**src/rtl/alu_pkg.sv**
```systemverilog
// alu_pkg: shared widths, opcodes, instruction field slices and decode helper for the ALU issue/writeback slice.
package alu_pkg;
  localparam int WIDTH = 4;
  localparam int NREG = 4;
  localparam int AW = $clog2(NREG);
  localparam int CNT_W = 8;
  localparam int IW = 9;
  localparam logic [2:0] OP_SUB = 3'd0;
  localparam logic [2:0] OP_ADD = 3'd1;
  localparam logic [2:0] OP_OR = 3'd2;
  localparam logic [2:0] OP_AND = 3'd3;
  localparam logic [2:0] OP_RSHIFT = 3'd4;
  localparam logic [2:0] OP_LSHIFT = 3'd5;
  localparam logic [2:0] OP_LT = 3'd6;
  localparam logic [2:0] OP_EQ = 3'd7;
  localparam int OP_HI = 8;
  localparam int OP_LO = 6;
  localparam int DST_HI = 5;
  localparam int DST_LO = 4;
  localparam int SRCS_HI = 3;
  localparam int SRCS_LO = 2;
  localparam int SRCT_HI = 1;
  localparam int SRCT_LO = 0;
  typedef struct packed {
    logic [2:0] op;
    logic [AW-1:0] dst;
    logic [AW-1:0] src_s;
    logic [AW-1:0] src_t;
  } instr_t;
  typedef enum logic {IDLE = 1'b0, EXEC = 1'b1} ex_state_t;
  function automatic instr_t decode(input logic [IW-1:0] i);
    decode.op = i[OP_HI:OP_LO];
    decode.dst = i[DST_HI:DST_LO];
    decode.src_s = i[SRCS_HI:SRCS_LO];
    decode.src_t = i[SRCT_HI:SRCT_LO];
  endfunction
endpackage

```
**src/rtl/alu_issue_writeback_if.sv**
```systemverilog
// alu_issue_writeback_if: instruction handshake, external ALU operand/result bus and writeback report.
interface alu_issue_writeback_if;
  import alu_pkg::*;
  logic instr_valid;
  logic instr_ready;
  logic [IW-1:0] instr;
  logic [WIDTH-1:0] alu_rs;
  logic [WIDTH-1:0] alu_rt;
  logic [2:0] alu_sel;
  logic [WIDTH-1:0] alu_rd;
  logic wb_valid;
  logic [AW-1:0] wb_addr;
  logic [WIDTH-1:0] wb_data;
  modport master (output instr_valid, instr, alu_rd, input instr_ready, alu_rs, alu_rt, alu_sel, wb_valid, wb_addr, wb_data);
  modport slave (input instr_valid, instr, alu_rd, output instr_ready, alu_rs, alu_rt, alu_sel, wb_valid, wb_addr, wb_data);
endinterface

```
**src/rtl/alu_regfile.sv**
```systemverilog
// alu_regfile: NREG x WIDTH register file, two async operand reads, async debug read, one sync write, async reset.
module alu_regfile
  import alu_pkg::*;
(
  input  logic             clk,
  input  logic             rst_n,
  input  logic             we,
  input  logic [AW-1:0]    waddr,
  input  logic [WIDTH-1:0] wdata,
  input  logic [AW-1:0]    ra_s,
  input  logic [AW-1:0]    ra_t,
  input  logic [AW-1:0]    ra_dbg,
  output logic [WIDTH-1:0] rd_s,
  output logic [WIDTH-1:0] rd_t,
  output logic [WIDTH-1:0] rd_dbg
);
  logic [NREG-1:0][WIDTH-1:0] regs_q, regs_d;
  always_comb begin
    regs_d = regs_q;
    if (we) regs_d[waddr] = wdata;
  end
  always_ff @(posedge clk or negedge rst_n) begin
    if (!rst_n) regs_q <= '0;
    else regs_q <= regs_d;
  end
  assign rd_s = regs_q[ra_s];
  assign rd_t = regs_q[ra_t];
  assign rd_dbg = regs_q[ra_dbg];
endmodule

```
**src/rtl/alu_issue_writeback.sv**
```systemverilog
// alu_issue_writeback: ISSUE -> EXEC/WB pipe around an external combinational ALU.
// Define ALU_FORWARD_EN to bypass alu_rd into RAW-hazard operands instead of stalling one cycle.
module alu_issue_writeback
  import alu_pkg::*;
(
  input  logic                 clk,
  input  logic                 rst_n,
  alu_issue_writeback_if.slave bus,
  output logic [CNT_W-1:0]     retired,
  input  logic [AW-1:0]        dbg_addr,
  output logic [WIDTH-1:0]     dbg_data
);
  instr_t in_i;
  ex_state_t ex_state_q, ex_state_d;
  logic [WIDTH-1:0] ex_rs_q, ex_rs_d, ex_rt_q, ex_rt_d, wb_data_q, wb_data_d, rd_s, rd_t, op_s, op_t;
  logic [2:0] ex_sel_q, ex_sel_d;
  logic [AW-1:0] ex_dst_q, ex_dst_d, wb_addr_q, wb_addr_d;
  logic wb_valid_q, wb_valid_d, ex_valid, haz_s, haz_t, accept;
  logic [CNT_W-1:0] retired_q, retired_d;
  assign in_i = decode(bus.instr);
  assign ex_valid = ex_state_q == EXEC;
  assign haz_s = ex_valid & (in_i.src_s == ex_dst_q);
  assign haz_t = ex_valid & (in_i.src_t == ex_dst_q);
`ifdef ALU_FORWARD_EN
  assign bus.instr_ready = 1'b1;
  assign op_s = haz_s ? bus.alu_rd : rd_s;
  assign op_t = haz_t ? bus.alu_rd : rd_t;
`else
  assign bus.instr_ready = ~(haz_s | haz_t);
  assign op_s = rd_s;
  assign op_t = rd_t;
`endif
  assign accept = bus.instr_valid & bus.instr_ready;
  alu_regfile u_rf (
    .clk(clk), .rst_n(rst_n), .we(ex_valid), .waddr(ex_dst_q), .wdata(bus.alu_rd),
    .ra_s(in_i.src_s), .ra_t(in_i.src_t), .ra_dbg(dbg_addr),
    .rd_s(rd_s), .rd_t(rd_t), .rd_dbg(dbg_data)
  );
  always_comb begin
    ex_state_d = accept ? EXEC : IDLE;
    ex_rs_d = accept ? op_s : ex_rs_q;
    ex_rt_d = accept ? op_t : ex_rt_q;
    ex_sel_d = accept ? in_i.op : ex_sel_q;
    ex_dst_d = accept ? in_i.dst : ex_dst_q;
    wb_valid_d = ex_valid;
    wb_addr_d = ex_valid ? ex_dst_q : wb_addr_q;
    wb_data_d = ex_valid ? bus.alu_rd : wb_data_q;
    retired_d = retired_q + CNT_W'(ex_valid);
  end
  always_ff @(posedge clk or negedge rst_n) begin
    if (!rst_n) begin
      ex_state_q <= IDLE;
      ex_rs_q <= '0;
      ex_rt_q <= '0;
      ex_sel_q <= '0;
      ex_dst_q <= '0;
      wb_valid_q <= 1'b0;
      wb_addr_q <= '0;
      wb_data_q <= '0;
      retired_q <= '0;
    end else begin
      ex_state_q <= ex_state_d;
      ex_rs_q <= ex_rs_d;
      ex_rt_q <= ex_rt_d;
      ex_sel_q <= ex_sel_d;
      ex_dst_q <= ex_dst_d;
      wb_valid_q <= wb_valid_d;
      wb_addr_q <= wb_addr_d;
      wb_data_q <= wb_data_d;
      retired_q <= retired_d;
    end
  end
  assign bus.alu_rs = ex_rs_q;
  assign bus.alu_rt = ex_rt_q;
  assign bus.alu_sel = ex_sel_q;
  assign bus.wb_valid = wb_valid_q;
  assign bus.wb_addr = wb_addr_q;
  assign bus.wb_data = wb_data_q;
  assign retired = retired_q;
endmodule
```
**src/flat_wrapper.sv**
```systemverilog
// flat-port wrapper written by rule: the top's interface ports become plain ports
module alu_issue_writeback_flat import alu_pkg::*;
  (clk, rst_n, retired, dbg_addr, dbg_data, bus_instr_valid, bus_instr, bus_alu_rd, bus_instr_ready, bus_alu_rs, bus_alu_rt, bus_alu_sel, bus_wb_valid, bus_wb_addr, bus_wb_data);
  alu_issue_writeback_if bus_i ();
  input  logic clk;
  input  logic rst_n;
  output logic [CNT_W-1:0] retired;
  input  logic [AW-1:0] dbg_addr;
  output logic [WIDTH-1:0] dbg_data;
  input wire logic [$bits(bus_i.instr_valid)-1:0] bus_instr_valid;
  input wire logic [$bits(bus_i.instr)-1:0] bus_instr;
  input wire logic [$bits(bus_i.alu_rd)-1:0] bus_alu_rd;
  output wire logic [$bits(bus_i.instr_ready)-1:0] bus_instr_ready;
  output wire logic [$bits(bus_i.alu_rs)-1:0] bus_alu_rs;
  output wire logic [$bits(bus_i.alu_rt)-1:0] bus_alu_rt;
  output wire logic [$bits(bus_i.alu_sel)-1:0] bus_alu_sel;
  output wire logic [$bits(bus_i.wb_valid)-1:0] bus_wb_valid;
  output wire logic [$bits(bus_i.wb_addr)-1:0] bus_wb_addr;
  output wire logic [$bits(bus_i.wb_data)-1:0] bus_wb_data;
  assign bus_i.instr_valid = bus_instr_valid;
  assign bus_i.instr = bus_instr;
  assign bus_i.alu_rd = bus_alu_rd;
  assign bus_instr_ready = bus_i.instr_ready;
  assign bus_alu_rs = bus_i.alu_rs;
  assign bus_alu_rt = bus_i.alu_rt;
  assign bus_alu_sel = bus_i.alu_sel;
  assign bus_wb_valid = bus_i.wb_valid;
  assign bus_wb_addr = bus_i.wb_addr;
  assign bus_wb_data = bus_i.wb_data;
  alu_issue_writeback u_core (.clk(clk), .rst_n(rst_n), .bus(bus_i), .retired(retired), .dbg_addr(dbg_addr), .dbg_data(dbg_data));
endmodule
```
**config.mk**
```make
export PLATFORM = sky130hd
export DESIGN_NAME = alu_issue_writeback_flat
export DESIGN_NICKNAME = d
export VERILOG_FILES = /design/src/rtl/alu_pkg.sv /design/src/rtl/alu_issue_writeback_if.sv /design/src/rtl/alu_regfile.sv /design/src/rtl/alu_issue_writeback.sv /design/src/flat_wrapper.sv
export SDC_FILE = /design/constraint.sdc
export NUM_CORES = 1
export LEC_CHECK = 0
export BUFFER_PORTS_ARGS = -buffer_cell sky130_fd_sc_hd__clkbuf_2
export CAP_MARGIN = 20
export CORE_ASPECT_RATIO = 1.5
export CORE_MARGIN = 3
export CORE_UTILIZATION = 45
export CTS_CLUSTER_SIZE = 20
export DETAILED_ROUTE_END_ITERATION = 10
export PLACE_DENSITY = 0.69
export SYNTH_ARGS = -nofsm -noshare
export SYNTH_HDL_FRONTEND = slang
export SYNTH_SLANG_ARGS = --single-unit
```
**constraint.sdc**
```tcl
create_clock -name clk -period 4.25 [get_ports clk]
set_input_delay 0.425 -clock clk [delete_from_list [all_inputs] [get_ports clk]]
set_output_delay 0.425 -clock clk [all_outputs]
set_load 0.02 [all_outputs]
```
==> flow_summary.ini <==
[critical_path]
path_class = flip-flop to output port
cp-end-kind = output port
r2r_cells = 2
cp.depth = 4
max_stage_delay_ns = 0.48
path_max_fanout = 8
cpLargestDelayFamily = flip-flops
path_cells = xor2_1 -> o22ai_2 -> nand2_1 -> clkbuf_2
cp_data_required_time_ns = 3.83
worst_setup_path_start_kind = flip-flop
arrival_ns = 1.51
path_buf_inv = 1
cp_slowest_cell = dfrtp_1

[hold_path]
hold_class = input pin to asynchronous set/reset pin

[timing]
whs_ns = 0.0469
rsz0062_at_grt = false
fmax_ghz = 0.517
fin_crit_ns = 1.93
skew_ns = 0.00798
relSlewSlack_pct = 55.0
finalCritPeriodShare_pct = 45.5
setup_viol = 0
hold_viol_final = 0
worstMarginPinSlew_ns = 0.673
drv_slew = 0
setup_ws_ns = 2.32
final.setup.tns_ns = 0

[clock_tree]
cts_resized = 0
cts_sinks = 45
clk_latency_ns = 0.29
htree_levels = 2
hold_buffers = 0
cts_tree = yes
postCtsSetupRepairBufs = 0
clk_path_buf_depth = 2
clock-root-buffer = clkbuf_8
numCtsBuffers = 5
clkSlewWorstSetupHoldPaths_ns = 0.08

[global_routing]
grt_pass1_wl_um = 6500
grt_overflow = 0
grt_pass1_vias = 1310
grt_antenna_before_repair = 0
grtUsageTotal_pct = 14.7
grt_max_degree = 46

[layout]
areaGrowthSynthToFinish_pct = 16.8
fin_cells = 238
drive_gt1_share_pct = 56.3
antenna_cells = 0
nets = 193

[synth]
avgSynthCellArea_um2 = 17.3
synth_top_area_share_pct = 53.0
async_reset_ff_share_pct = 100
ys_top_cells_by_count = 45 x dfrtp_1, 26 x mux2_2, 9 x mux2_4, 7 x mux4_1, 6 x xor2_1
synthesis.nets = 143
syn_inst = 123
ys_types = 21
ys_warn_count = 0
synth-seq-area-share_pct = 53.0
synth_area_um2 = 2130
synth_most_common_cell = dfrtp_1
ys_ff_latch = 45
synth_area_leaders = dfrtp_1 53%, mux2_2 14%, mux4_1 8.7%, mux2_4 6.4%, mux4_2 5.3%
synth-edff-count = 0
synth_ff_type = dfrtp_1
synth_area_leader_cell = dfrtp_1

[floorplan]
die_h_um = 90.2
boundaryPins = 49
start_util_pct = 46.8
coreArea_um2 = 4540
dieArea_um2 = 5600
fp.dieW_um = 62.1
rows = 30

[power]
peakVddDrop_v = 0.000402
p_leak_nw = 1.16
pwr-share-seq_pct = 45.6
power.internal_w = 0.00108
p_per_area_nw_per_um2 = 684
switching_share_pct = 36.2
power_switching_w = 0.000615
p_comb_share_pct = 39.9
power_frac_clock_pct = 14.5

[route]
avgRoutedWirePerCell_um = 16.6
ant_nets = 0
via_count = 1249
remaining_drc_errors = 0
drt_pass1_iterations = 2
via_per_inst = 5.25
dr.first_iter.drc_count = 25
totalWireLength_um = 3960

[placement]
portBuffers = 48
placed_cells = 229
detailed_place_hpwl_um = 3030
preCtsSetupSlack_ns = 2.31
gp_congestion = 0.707

[job]
cap_violations = 0

[status]
outcome = finished clean
==> stage by stage <==
step                      util [%]  power (W)  instance area (µm²)
after global routing          54.7    0.00180                 2480
final                         54.7    0.00170                 2480
after floorplan                  -    0.00125                 2130
after CTS                     54.2    0.00172                 2460
after detailed placement      52.4    0.00147                 2380
after global placement        52.4    0.00144                 2380
==> registers in the layout, summed over array words and instances (netlist names) <==
signal               count
u_core.u_rf.regs_q      16
u_core.retired           8
u_core.bus.alu_rs        4
u_core.bus.alu_rt        4
u_core.bus.wb_data       4
u_core.bus.alu_sel       3
u_core.bus.wb_addr       2
u_core.ex_dst_q          2
u_core.bus.wb_valid      1
u_core.ex_state_q        1
==> power groups by stage <==
stage | clock network [W] | logic, W | registers, W
2_1_floorplan | 0 | 0.000411 | 0.000842
3_3_place_gp | 0 | 0.000670 | 0.000769
3_5_place_dp | 0 | 0.000685 | 0.000784
4_1_cts | 0.000255 | 0.000687 | 0.000776
5_1_grt | 0.000270 | 0.000726 | 0.000801
6_report | 0.000247 | 0.000677 | 0.000774
==> cells by family (layout without fill, tap and decap cells) <==
family	after synthesis	after routing	synth area share, %
AOI/OAI and AO/OA	2	2	1.47
xor gates and xnor gates	10	10	4.12
muxes	47	47	34.1
DFF	45	45	53.0
and+or+nand+nor	11	11	3.12
adders and majority gates	2	2	1.18
buffers and inverters	6	57	3.06
==> cells in the final DEF (no fill, tap or decap), drive strengths merged <==
| master | Yosys | routed |
|---|---|---|
| buf | 4 | 1 |
| xnor2 | 4 | 4 |
| and4 | 1 | 1 |
| nand4 | 1 | 1 |
| clkbuf | 2 | 54 |
| nand3b | 2 | 2 |
| mux4 | 12 | 12 |
| clkinv | 0 | 2 |
| nor3b | 1 | 1 |
| o22ai | 1 | 1 |
| nand2 | 2 | 2 |
| and3 | 1 | 1 |
| mux2 | 35 | 35 |
| dfrtp | 45 | 45 |
| ha | 2 | 2 |
| nand3 | 3 | 3 |
| a21boi | 1 | 1 |
| xor2 | 6 | 6 |
==> layer usage <==
metal	GRT usage, %	up-vias	part of all wire, %
met4	4.43	0	0.91
met2	26.3	36	53
met3	4.88	4	5.4
met5	0	-	0
li1	-	566	-
met1	16.4	643	40
==> final cells by class <==
type                    count  area, µm²
well taps                  64       80.1
flip-flops and latches     45       1130
fillers                   377       2060
multi-input cells          72        935
repair buffers             49        260
clock buffers               6       72.6
clock inverters             2       10.0
==> path summary, 6_finish.rpt <==
kind                                                 from                            endpoint  slack (ns)
max                        u_core.ex_dst_q[1]$_DFFE_PN0P_                     bus_instr_ready        2.32
min                                                 rst_n  u_core.u_rf.regs_q[11]$_DFFE_PN0P_        0.05
max reg2reg                   u_core.ex_state_q$_DFF_PN0_   u_core.u_rf.regs_q[2]$_DFFE_PN0P_        2.35
min reg2reg                   u_core.retired[7]$_DFF_PN0_         u_core.retired[7]$_DFF_PN0_        0.49
max in group asynchronous                           rst_n   u_core.bus.wb_addr[0]$_DFFE_PN0P_        3.71
min in group clk                             bus_instr[7]   u_core.bus.alu_sel[1]$_DFFE_PN0P_        0.36
Power figures use the tool's default switching activity.
